--- src/rtl/x1_ioctl_upload_pkg.sv ---
// Shared definitions for the X1 ioctl upload path: region encoding, region
// sizes and the upload FSM state type.
package x1_pkg;

  typedef enum logic [1:0] {
    REG_IPL  = 2'd0,
    REG_RAM  = 2'd1,
    REG_GRAM = 2'd2,
    REG_VRAM = 2'd3
  } region_t;

  localparam logic [16:0] SZ_IPL  = 17'd8192;
  localparam logic [16:0] SZ_RAM  = 17'd65536;
  localparam logic [16:0] SZ_GRAM = 17'd65536;
  localparam logic [16:0] SZ_VRAM = 17'd4096;

  // Pointer ceiling: the largest region is 64KB, so the pointer never needs
  // to move past one-beyond-the-end of it.
  localparam logic [16:0] PTR_MAX = 17'h10000;

  typedef enum logic [1:0] {
    ST_IDLE  = 2'd0,
    ST_FETCH = 2'd1,
    ST_WAITQ = 2'd2,
    ST_VALID = 2'd3
  } state_t;

  // Byte count of the region selected by an HPS index; unknown indices map
  // to an empty region so every byte reads as fill.
  function automatic logic [16:0] region_size(input logic [7:0] idx);
    logic [16:0] sz;
    sz = 17'd0;
    if (idx[7:2] == 6'd0) begin
      case (region_t'(idx[1:0]))
        REG_IPL:  sz = SZ_IPL;
        REG_RAM:  sz = SZ_RAM;
        REG_GRAM: sz = SZ_GRAM;
        REG_VRAM: sz = SZ_VRAM;
        default:  sz = 17'd0;
      endcase
    end
    return sz;
  endfunction

endpackage

--- src/rtl/x1_ioctl_upload_lat.sv ---
// Read-latency tracker: a RD_LATENCY-deep shift register of the read strobe.
// Its last stage marks the cycle in which port-B data is valid.
module x1_upload_lat #(
  parameter int RD_LATENCY = 1
) (
  input  logic clk,
  input  logic srst,
  input  logic flush,
  input  logic start,
  output logic hit
);

  logic [RD_LATENCY-1:0] stage_reg;

  genvar gi;
  generate
    for (gi = 0; gi < RD_LATENCY; gi++) begin : g_stage
      if (gi == 0) begin : g_first
        // First stage samples the read strobe; flush drops stale reads of an
        // aborted session so they cannot be captured by the next one.
        always_ff @(posedge clk) begin
          if (srst || flush) stage_reg[gi] <= 1'b0;
          else               stage_reg[gi] <= start;
        end
      end else begin : g_rest
        // Later stages delay the strobe by one cycle each.
        always_ff @(posedge clk) begin
          if (srst || flush) stage_reg[gi] <= 1'b0;
          else               stage_reg[gi] <= stage_reg[gi-1];
        end
      end
    end
  endgenerate

  assign hit = stage_reg[RD_LATENCY-1];

endmodule

--- src/rtl/x1_ioctl_upload.sv ---
// X1 memory-region upload to the HPS over the ioctl upload handshake.
// Optional macro X1_UPLOAD_CHECKSUM_EN adds a 16-bit byte checksum output and
// a two-byte checksum trailer (low, high) after the last region byte.
module x1_ioctl_upload
  import x1_pkg::*;
#(
  parameter int          RD_LATENCY = 1,
  parameter logic [7:0]  FILL_BYTE  = 8'hFF
) (
  input  logic        clk_sys,
  input  logic        reset,
  input  logic        ioctl_upload,
  input  logic [7:0]  ioctl_index,
  input  logic        ioctl_rd,
  input  logic [24:0] ioctl_addr,
  output logic [7:0]  ioctl_din,
  output logic        ioctl_wait,
  output logic [1:0]  mem_sel,
  output logic [15:0] mem_addr,
  output logic        mem_rd,
  input  logic [7:0]  mem_q,
`ifdef X1_UPLOAD_CHECKSUM_EN
  output logic [15:0] checksum,
`endif
  output logic        done
);

  state_t      state_reg, state_next;
  logic [16:0] ptr_reg, ptr_next;
  logic [16:0] size_reg, size_next;
  logic        up_prev_reg;
  logic [7:0]  din_reg, din_next;
  logic        wait_reg, wait_next;
  logic [1:0]  sel_reg, sel_next;
  logic [15:0] addr_reg, addr_next;
  logic        rd_reg, rd_next;
  logic        done_reg, done_next;
  logic        lat_hit;
`ifdef X1_UPLOAD_CHECKSUM_EN
  logic [15:0] cks_reg, cks_next;
  logic [1:0]  trl_reg, trl_next;
`endif

  x1_upload_lat #(.RD_LATENCY(RD_LATENCY)) u_lat (
    .clk   (clk_sys),
    .srst  (reset),
    .flush (~ioctl_upload),
    .start (rd_reg),
    .hit   (lat_hit)
  );

  // State and output registers; the previous-upload flag resets high so a
  // session held open across reset needs a fresh rising edge.
  always_ff @(posedge clk_sys) begin
    if (reset) begin
      state_reg   <= ST_IDLE;
      ptr_reg     <= '0;
      size_reg    <= '0;
      up_prev_reg <= 1'b1;
      din_reg     <= 8'h00;
      wait_reg    <= 1'b0;
      sel_reg     <= 2'd0;
      addr_reg    <= 16'd0;
      rd_reg      <= 1'b0;
      done_reg    <= 1'b0;
`ifdef X1_UPLOAD_CHECKSUM_EN
      cks_reg     <= 16'd0;
      trl_reg     <= 2'd0;
`endif
    end else begin
      state_reg   <= state_next;
      ptr_reg     <= ptr_next;
      size_reg    <= size_next;
      up_prev_reg <= ioctl_upload;
      din_reg     <= din_next;
      wait_reg    <= wait_next;
      sel_reg     <= sel_next;
      addr_reg    <= addr_next;
      rd_reg      <= rd_next;
      done_reg    <= done_next;
`ifdef X1_UPLOAD_CHECKSUM_EN
      cks_reg     <= cks_next;
      trl_reg     <= trl_next;
`endif
    end
  end

  // Next-state logic: session start, per-byte fetch, latency wait and handoff.
  always_comb begin
    state_next = state_reg;
    ptr_next   = ptr_reg;
    size_next  = size_reg;
    din_next   = din_reg;
    wait_next  = wait_reg;
    sel_next   = sel_reg;
    addr_next  = addr_reg;
    rd_next    = 1'b0;
    done_next  = 1'b0;
`ifdef X1_UPLOAD_CHECKSUM_EN
    cks_next   = cks_reg;
    trl_next   = trl_reg;
`endif
    if (!ioctl_upload) begin
      // Session closed by the HPS: abandon any fetch, keep the last byte.
      state_next = ST_IDLE;
      wait_next  = 1'b0;
    end else begin
      case (state_reg)
        ST_IDLE: begin
          if (!up_prev_reg) begin
            sel_next   = ioctl_index[1:0];
            size_next  = region_size(ioctl_index);
            ptr_next   = '0;
            wait_next  = 1'b1;
            state_next = ST_FETCH;
`ifdef X1_UPLOAD_CHECKSUM_EN
            cks_next   = 16'd0;
            trl_next   = 2'd0;
`endif
          end
        end
        ST_FETCH: begin
          if (ptr_reg < size_reg) begin
            rd_next    = 1'b1;
            addr_next  = ptr_reg[15:0];
            state_next = ST_WAITQ;
          end else begin
            din_next   = FILL_BYTE;
`ifdef X1_UPLOAD_CHECKSUM_EN
            // Checksum trailer replaces the first two fill bytes of a real region.
            if (size_reg != 17'd0 && trl_reg == 2'd0) begin
              din_next = cks_reg[7:0];
              trl_next = 2'd1;
            end else if (size_reg != 17'd0 && trl_reg == 2'd1) begin
              din_next = cks_reg[15:8];
              trl_next = 2'd2;
            end
`endif
            wait_next  = 1'b0;
            state_next = ST_VALID;
          end
        end
        ST_WAITQ: begin
          if (lat_hit) begin
            din_next   = mem_q;
            wait_next  = 1'b0;
            state_next = ST_VALID;
`ifdef X1_UPLOAD_CHECKSUM_EN
            cks_next   = cks_reg + {8'd0, mem_q};
`endif
          end
        end
        ST_VALID: begin
          if (ioctl_rd) begin
            if (ptr_reg != PTR_MAX) ptr_next = ptr_reg + 17'd1;
            if (ptr_reg + 17'd1 == size_reg) done_next = 1'b1;
            wait_next  = 1'b1;
            state_next = ST_FETCH;
          end
        end
        default: state_next = ST_IDLE;
      endcase
    end
  end

  // Hook for the HPS byte address: it must track the internal pointer.
  addr_tracks_ptr: assert property (@(posedge clk_sys) disable iff (reset)
    (state_reg == ST_VALID && ioctl_upload && ioctl_rd) |-> (ioctl_addr == {8'd0, ptr_reg}));

  assign ioctl_din  = din_reg;
  assign ioctl_wait = wait_reg;
  assign mem_sel    = sel_reg;
  assign mem_addr   = addr_reg;
  assign mem_rd     = rd_reg;
  assign done       = done_reg;
`ifdef X1_UPLOAD_CHECKSUM_EN
  assign checksum   = cks_reg;
`endif

endmodule

--- config.mk ---
export PLATFORM = sky130hd
export DESIGN_NAME = x1_ioctl_upload
export DESIGN_NICKNAME = d
export VERILOG_FILES = /design/src/rtl/x1_ioctl_upload_pkg.sv /design/src/rtl/x1_ioctl_upload_lat.sv /design/src/rtl/x1_ioctl_upload.sv
export SDC_FILE = /design/constraint.sdc
export NUM_CORES = 1
export LEC_CHECK = 0
export ABC_AREA = 1
export BUFFER_PORTS_ARGS = -buffer_cell sky130_fd_sc_hd__buf_2
export CORE_MARGIN = 1
export CORE_UTILIZATION = 45
export CTS_CLUSTER_SIZE = 10
export DETAILED_ROUTE_END_ITERATION = 7
export PLACE_DENSITY = 0.7
export SLEW_MARGIN = 20
export SYNTH_ARGS = -nofsm -noshare
export SYNTH_HDL_FRONTEND = slang
export SYNTH_SLANG_ARGS = --single-unit
--- constraint.sdc ---
create_clock -name clk_sys -period 3.8 [get_ports clk_sys]
set_input_delay 0.38 -clock clk_sys [delete_from_list [all_inputs] [get_ports clk_sys]]
set_output_delay 0.38 -clock clk_sys [all_outputs]
set_load 0.005 [all_outputs]
## Yosys cells after proc, flatten, opt, wreduce, memory -nomap -nowiden

Index checks and enable logic that the tools add are counted.

- Register bits: 67
- RAM bits: 0
- Input port bits: 45
- Latch bits: 0
- Memory bits (read-only): 0
- Memories: 0

- Order comparisons: 1
- Add/subtract/negate cells: 1
- $mul: 0
- Shift operators: 0
- Reduce and logical (&&, ||, !) cells: 16
- Bitwise operators: 5
- Equal/unequal tests: 13
- Muxes and demuxes: 21
- Div/mod/pow operators: 0

Operators with widths:

| cell | count |
|---|---|
| $mux 17 | 4 |
| $pmux 17 s3 | 1 |
| $pmux 17 s2 | 1 |
| $add 17x1->17 const B | 1 |
| $eq 17x17->1 | 1 |
| $lt 17x17->1 | 1 |
| $ne 17x17->1 const B | 1 |
| $mux 8 | 2 |
| $pmux 8 s2 | 1 |
| $reduce_and 3->1 | 3 |
| $eq 2x2->1 const B | 4 |
| $ne 2x2->1 const B | 4 |
| $pmux 2 s4 | 1 |
| $reduce_and 4->1 | 2 |
| $mux 1 | 7 |
| $logic_not 6->1 | 1 |
| $mux 2 | 3 |
| $not 1->1 | 5 |
| $reduce_and 5->1 | 1 |
| $eq 2x1->1 const B | 2 |
| $logic_not 2->1 | 2 |
| $pmux 1 s4 | 1 |
| $reduce_bool 2->1 | 2 |
| $reduce_or 2->1 | 2 |
| 4 further kinds | 4 |

## Depth between registers and ports, before layout

- Word-level depth: 4
- Gate-level depth with buffers: 11
- Gate-level depth less buffers: 11

## Modules after synthesis

A second synthesis with hierarchy kept.

- Cell total of the unflattened synthesis: 420
- Area total of the unflattened synthesis: 2836.5 um^2

Modules (own cells, without submodules):

| module | seq. area each (um^2) | instances | cells an instance | area an instance (um^2) |
|---|---|---|---|---|
| x1_ioctl_upload | 1041.0 | 1 | 416 | 2802.7 |
| x1_upload_lat | 20.0 | 1 | 4 | 33.8 |

## Worst setup path after synthesis

No wires, ideal clock.

- Kind: register to register
- Start point: register state_reg[0]
- End point: register din_reg[0] (netlist: ioctl_din[0])
- Period minus slack after synthesis: 1.636 ns
- Stages on the path, launching flop included: 10
- Arrival: 1.521 ns
- Setup time: 0.115 ns
- Setup slack: 2.164 ns
- Path buffers: 1
- Path through: dfxtp_1 -> inv_1 -> ha_1 -> clkinv_1 -> nor2_1 -> nor3b_2 -> buf_2 -> nand3_1 -> nand2_1 -> nor2_1

- Longest elaborated chain between the ends: 3
- Elaborated cells between the ends (all ways): 7

Ends and longest elaborated chain:

| what | RTL line | RTL |
|---|---|---|
| start: declaration | x1_ioctl_upload.sv:28 | `state_t state_reg, state_next;` |
| start signal: assignment | x1_ioctl_upload.sv:71 | `state_reg <= state_next;` |
| $eq 2x1->1 / $eq 2x2->1 (equally long branches) | x1_ioctl_upload.sv:108 | `case (state_reg)` |
| $ne 2x2->1 (no source line) (tied with other cells) | - |  |
| $reduce_and 4->1 (no source line) | - |  |
| end signal: assignment | x1_ioctl_upload.sv:75 | `din_reg <= din_next;` |
| end: declaration | x1_ioctl_upload.sv:32 | `logic [7:0] din_reg, din_next;` |

Several ways; a longest one is shown, not always the timed one.
A chain may end at the register's enable or synchronous reset.

## Worst setup path after layout

- Start point: register state_reg[0]
- End point: register ptr_reg[12]

- Longest elaborated chain between the ends: 3
- Elaborated cells between the ends (all ways): 8

Ends and longest elaborated chain:

| what | RTL line | RTL |
|---|---|---|
| $eq 2x2->1 / $logic_not 2->1 (equally long branches) | x1_ioctl_upload.sv:108 |  |
| $ne 2x2->1 (no source line) / $reduce_bool 2->1 (equally long branches) | - |  |
| $reduce_and 5->1 (no source line) | - |  |
| end signal: assignment | x1_ioctl_upload.sv:72 | `ptr_reg <= ptr_next;` |
| end: declaration | x1_ioctl_upload.sv:29 | `logic [16:0] ptr_reg, ptr_next;` |

Several ways; a longest one is shown, not always the timed one.

==> results.yml <==
sta:
  fin_crit_ns: 2.132
  finalClockSkew_ns: 0.007126
  slew_violations: 0
  setup_viol: 0
  final-hold-violation-count: 0
  relSlewSlack: 0.4068
  whs_ns: 0.3280
  rsz0062_at_grt: "false"
  worstMarginPinSlew_ns: 0.8860
  max_freq_mhz: 469.1
  post-route-period-util: 0.5610
  fin_ws_ns: 1.668
  tns_ns: 0
drt:
  num_vias: 2767
  first_pass_iters: 5
  drc: 0
  via_per_inst: 5.124
  drt-initial-drc-count: 113
  wl_mm: 6.654
  wl_per_cell_um: 12.32
  ant_nets: 0
synthesis:
  synth_seq_cells: 53
  ys.flop_type: "dfxtp_1"
  synth_fp_nets: 481
  ys_seq_area_frac: 0.3708
  postSynthAreaPerCell_um2: 6.733
  syn_area_um2: 2861
  synth_cell_types: 30
  yosys_warnings: 0
  async_flop_share: 0
  synth-edff-count: 0
  synthCells: 425
clock_network:
  postCtsSetupBuffers: 0
  cts_made_buffers: 5
  htreeDepth: 2
  cts_resized: 0
  cts_buffer_depth: 2
  clock-root-buffer: "clkbuf_8"
  clkSinkCount: 53
  clk-insertion-delay-late_ns: 0.32
  clk_pin_slew_ns: 0.10
  cts_hold_buf: 0
  cts_tree: "built"
power_and_ir_drop:
  p_per_area_nw_per_um2: 306.6
  share_comb_of_total_power: 0.085
  p_int_mw: 0.7220
  pwr-share-clk: 0.334
  p_seq_frac: 0.581
  vdd_ir_drop_max_mv: 0.1485
  switchingPower_mw: 0.2563
  swShare: 0.2620
  leakage_nw: 1.346
placement:
  post_dp_cell_area_um2: 3103
  portBuffers: 48
  dpl.hpwl_mm: 4.936
  gp_congestion: 0.8911
  place_ws_ns: 1.505
  place_inst: 532
global_route:
  grt_pass1_wl_mm: 10.47
  use_met3: 0.04556
  grt.total_usage: 0.2055
  use_met2: 0.3413
  first_global_vias: 2339
  grt_max_degree: 35
  met1_usage: 0.2695
  grt-busiest-layer: "met2"
  antenna_found_initial: 0
  grt.overflow.total: 0
setup_path:
  timing.rr.end: "ptr_reg[12]"
  critPathKind: "register to register"
  timing.rr.start: "state_reg[0]"
  cp_max_fo: 15
  arrival_ns: 2.33
  reg2reg_depth: 9
  critPathLaunchType: "register"
  cp.required_ns: 3.99
  ff2ff_setup_slack_ns: 1.67
  end_kind: "register"
floorplanning:
  io_pins: 74
  die_area_um2: 6681
  num_rows: 28
  fp.dieH_um: 81.74
  fp.coreArea_um2: 6026
  fp.dieW_um: 81.74
  initial_core_util: 0.4749
layout:
  multi_input_area_um2: 1573
  regArea_um2: 1061
  layout-drive-gt1-share: 0.1484
  n_fill_cell: 644
  diodes: 0
  finalInstanceArea_um2: 3191
  fin_cells: 540
  area_delta_synth_final_pct: 11.50
  fin_nets: 520
  largest_reg_flops: 17
worst_hold_path:
  min_from: "ioctl_index[1]"
  worstHoldPathType: "input port to register"
  min_to: "mem_sel[1]"
  hold_depth: 3
job:
  cap_violations: 0
outcome:
  status: "finished clean"
-- metal layers --
layer / up-vias / share of wire
met5: - / 0
met2: 61 / 0.47
met1: 1238 / 0.46
li1: 1461 / -
met4: 0 / 0.0086
met3: 7 / 0.056
-- cells in the mapped netlist, types with 2 or more instances --
cell type | n | area (um^2)
nand2_2 | 3 | 18.77
inv_1 | 31 | 116.4
clkbuf_1 | 7 | 26.28
nand3_1 | 30 | 150.1
buf_2 | 5 | 25.02
nand2_1 | 108 | 405.4
o21ai_1 | 2 | 10.01
dfxtp_1 | 53 | 1061
nor2_1 | 72 | 270.3
o21ai_0 | 11 | 55.05
nand4_1 | 22 | 137.6
inv_2 | 4 | 15.01
xnor2_1 | 2 | 17.52
buf_6 | 3 | 33.78
a21oi_1 | 45 | 225.2
xor2_1 | 2 | 17.52
nor2_2 | 2 | 12.51
ha_1 | 11 | 137.6
-- cell families (layout without fill, tap and decap cells) --
kind of cell,Yosys count,after routing,synth area share
compound gates,62,62,0.1150
xor+xnor,5,5,0.02012
fa+ha+maj,11,11,0.04810
buf+inv,52,92,0.07958
flops,53,53,0.3708
simple gates,242,242,0.3664
-- power groups by stage --
| stage | clock, mW | combinational, mW | sequential [mW] |
|---|---|---|---|
| 6_report | 0.327 | 0.0836 | 0.568 |
| 2_1_floorplan | 0 | 0.0601 | 0.581 |
| 4_1_cts | 0.331 | 0.0844 | 0.568 |
| 3_5_place_dp | 0 | 0.0842 | 0.581 |
| 5_1_grt | 0.357 | 0.0944 | 0.569 |
| 3_3_place_gp | 0 | 0.0825 | 0.581 |
-- cells in the final DEF, fill, tap and decap left out, drive strengths merged --
cell type	instances
nand2	112
nor2	74
dfxtp	53
buf	48
a21oi	46
inv	35
nand3	31
nand4	22
o21ai	14
ha	11
clkbuf	6
xnor2	2
xor2	2
clkinvlp	2
clkinv	1
nor3b	1
o21bai	1
nand2b	1
a31oi	1
xnor3	1
and3	1
-- worst max-delay path by stage --
stage	from	slack [ns]	cells after the start	end
6_report	state_reg[0]	1.67	9	ptr_reg[12]
5_1_grt	state_reg[0]	1.48	9	ptr_reg[13]
4_1_cts	state_reg[0]	1.70	9	ptr_reg[12]
3_5_place_dp	reset	1.51	10	done
3_3_place_gp	reset	1.55	10	done
2_1_floorplan	state_reg[0]	2.16	9	ioctl_din[0]
-- through the flow --
stage,util,power (mW)
after floorplan,-,0.6410
after global placement,0.5150,0.6632
after detailed placement,0.5150,0.6650
after CTS,0.5295,0.9835
after global routing,0.5295,1.021
final,0.5295,0.9782
-- layout make-up --
class                      count  share of cell area
timing repair buffer          48             0.07529
sequential                    53              0.3325
clock buffer                   6             0.02275
clock inverter                 2            0.004706
tap                           75             0.02941
multi-input combinational    320              0.4929
inverter                      36             0.04235
-- critical path, stage by stage (launching register included) --
cell,delay [ns]
dfxtp_1,0.35
ha_1,0.26
inv_2,0.17
o21ai_1,0.11
nor2_1,0.21
nand2_1,0.39
inv_2,0.31
nor2_1,0.07
nor2_1,0.10
nor2_1,0.04
No activity file was read; power rests on OpenSTA's default activity.
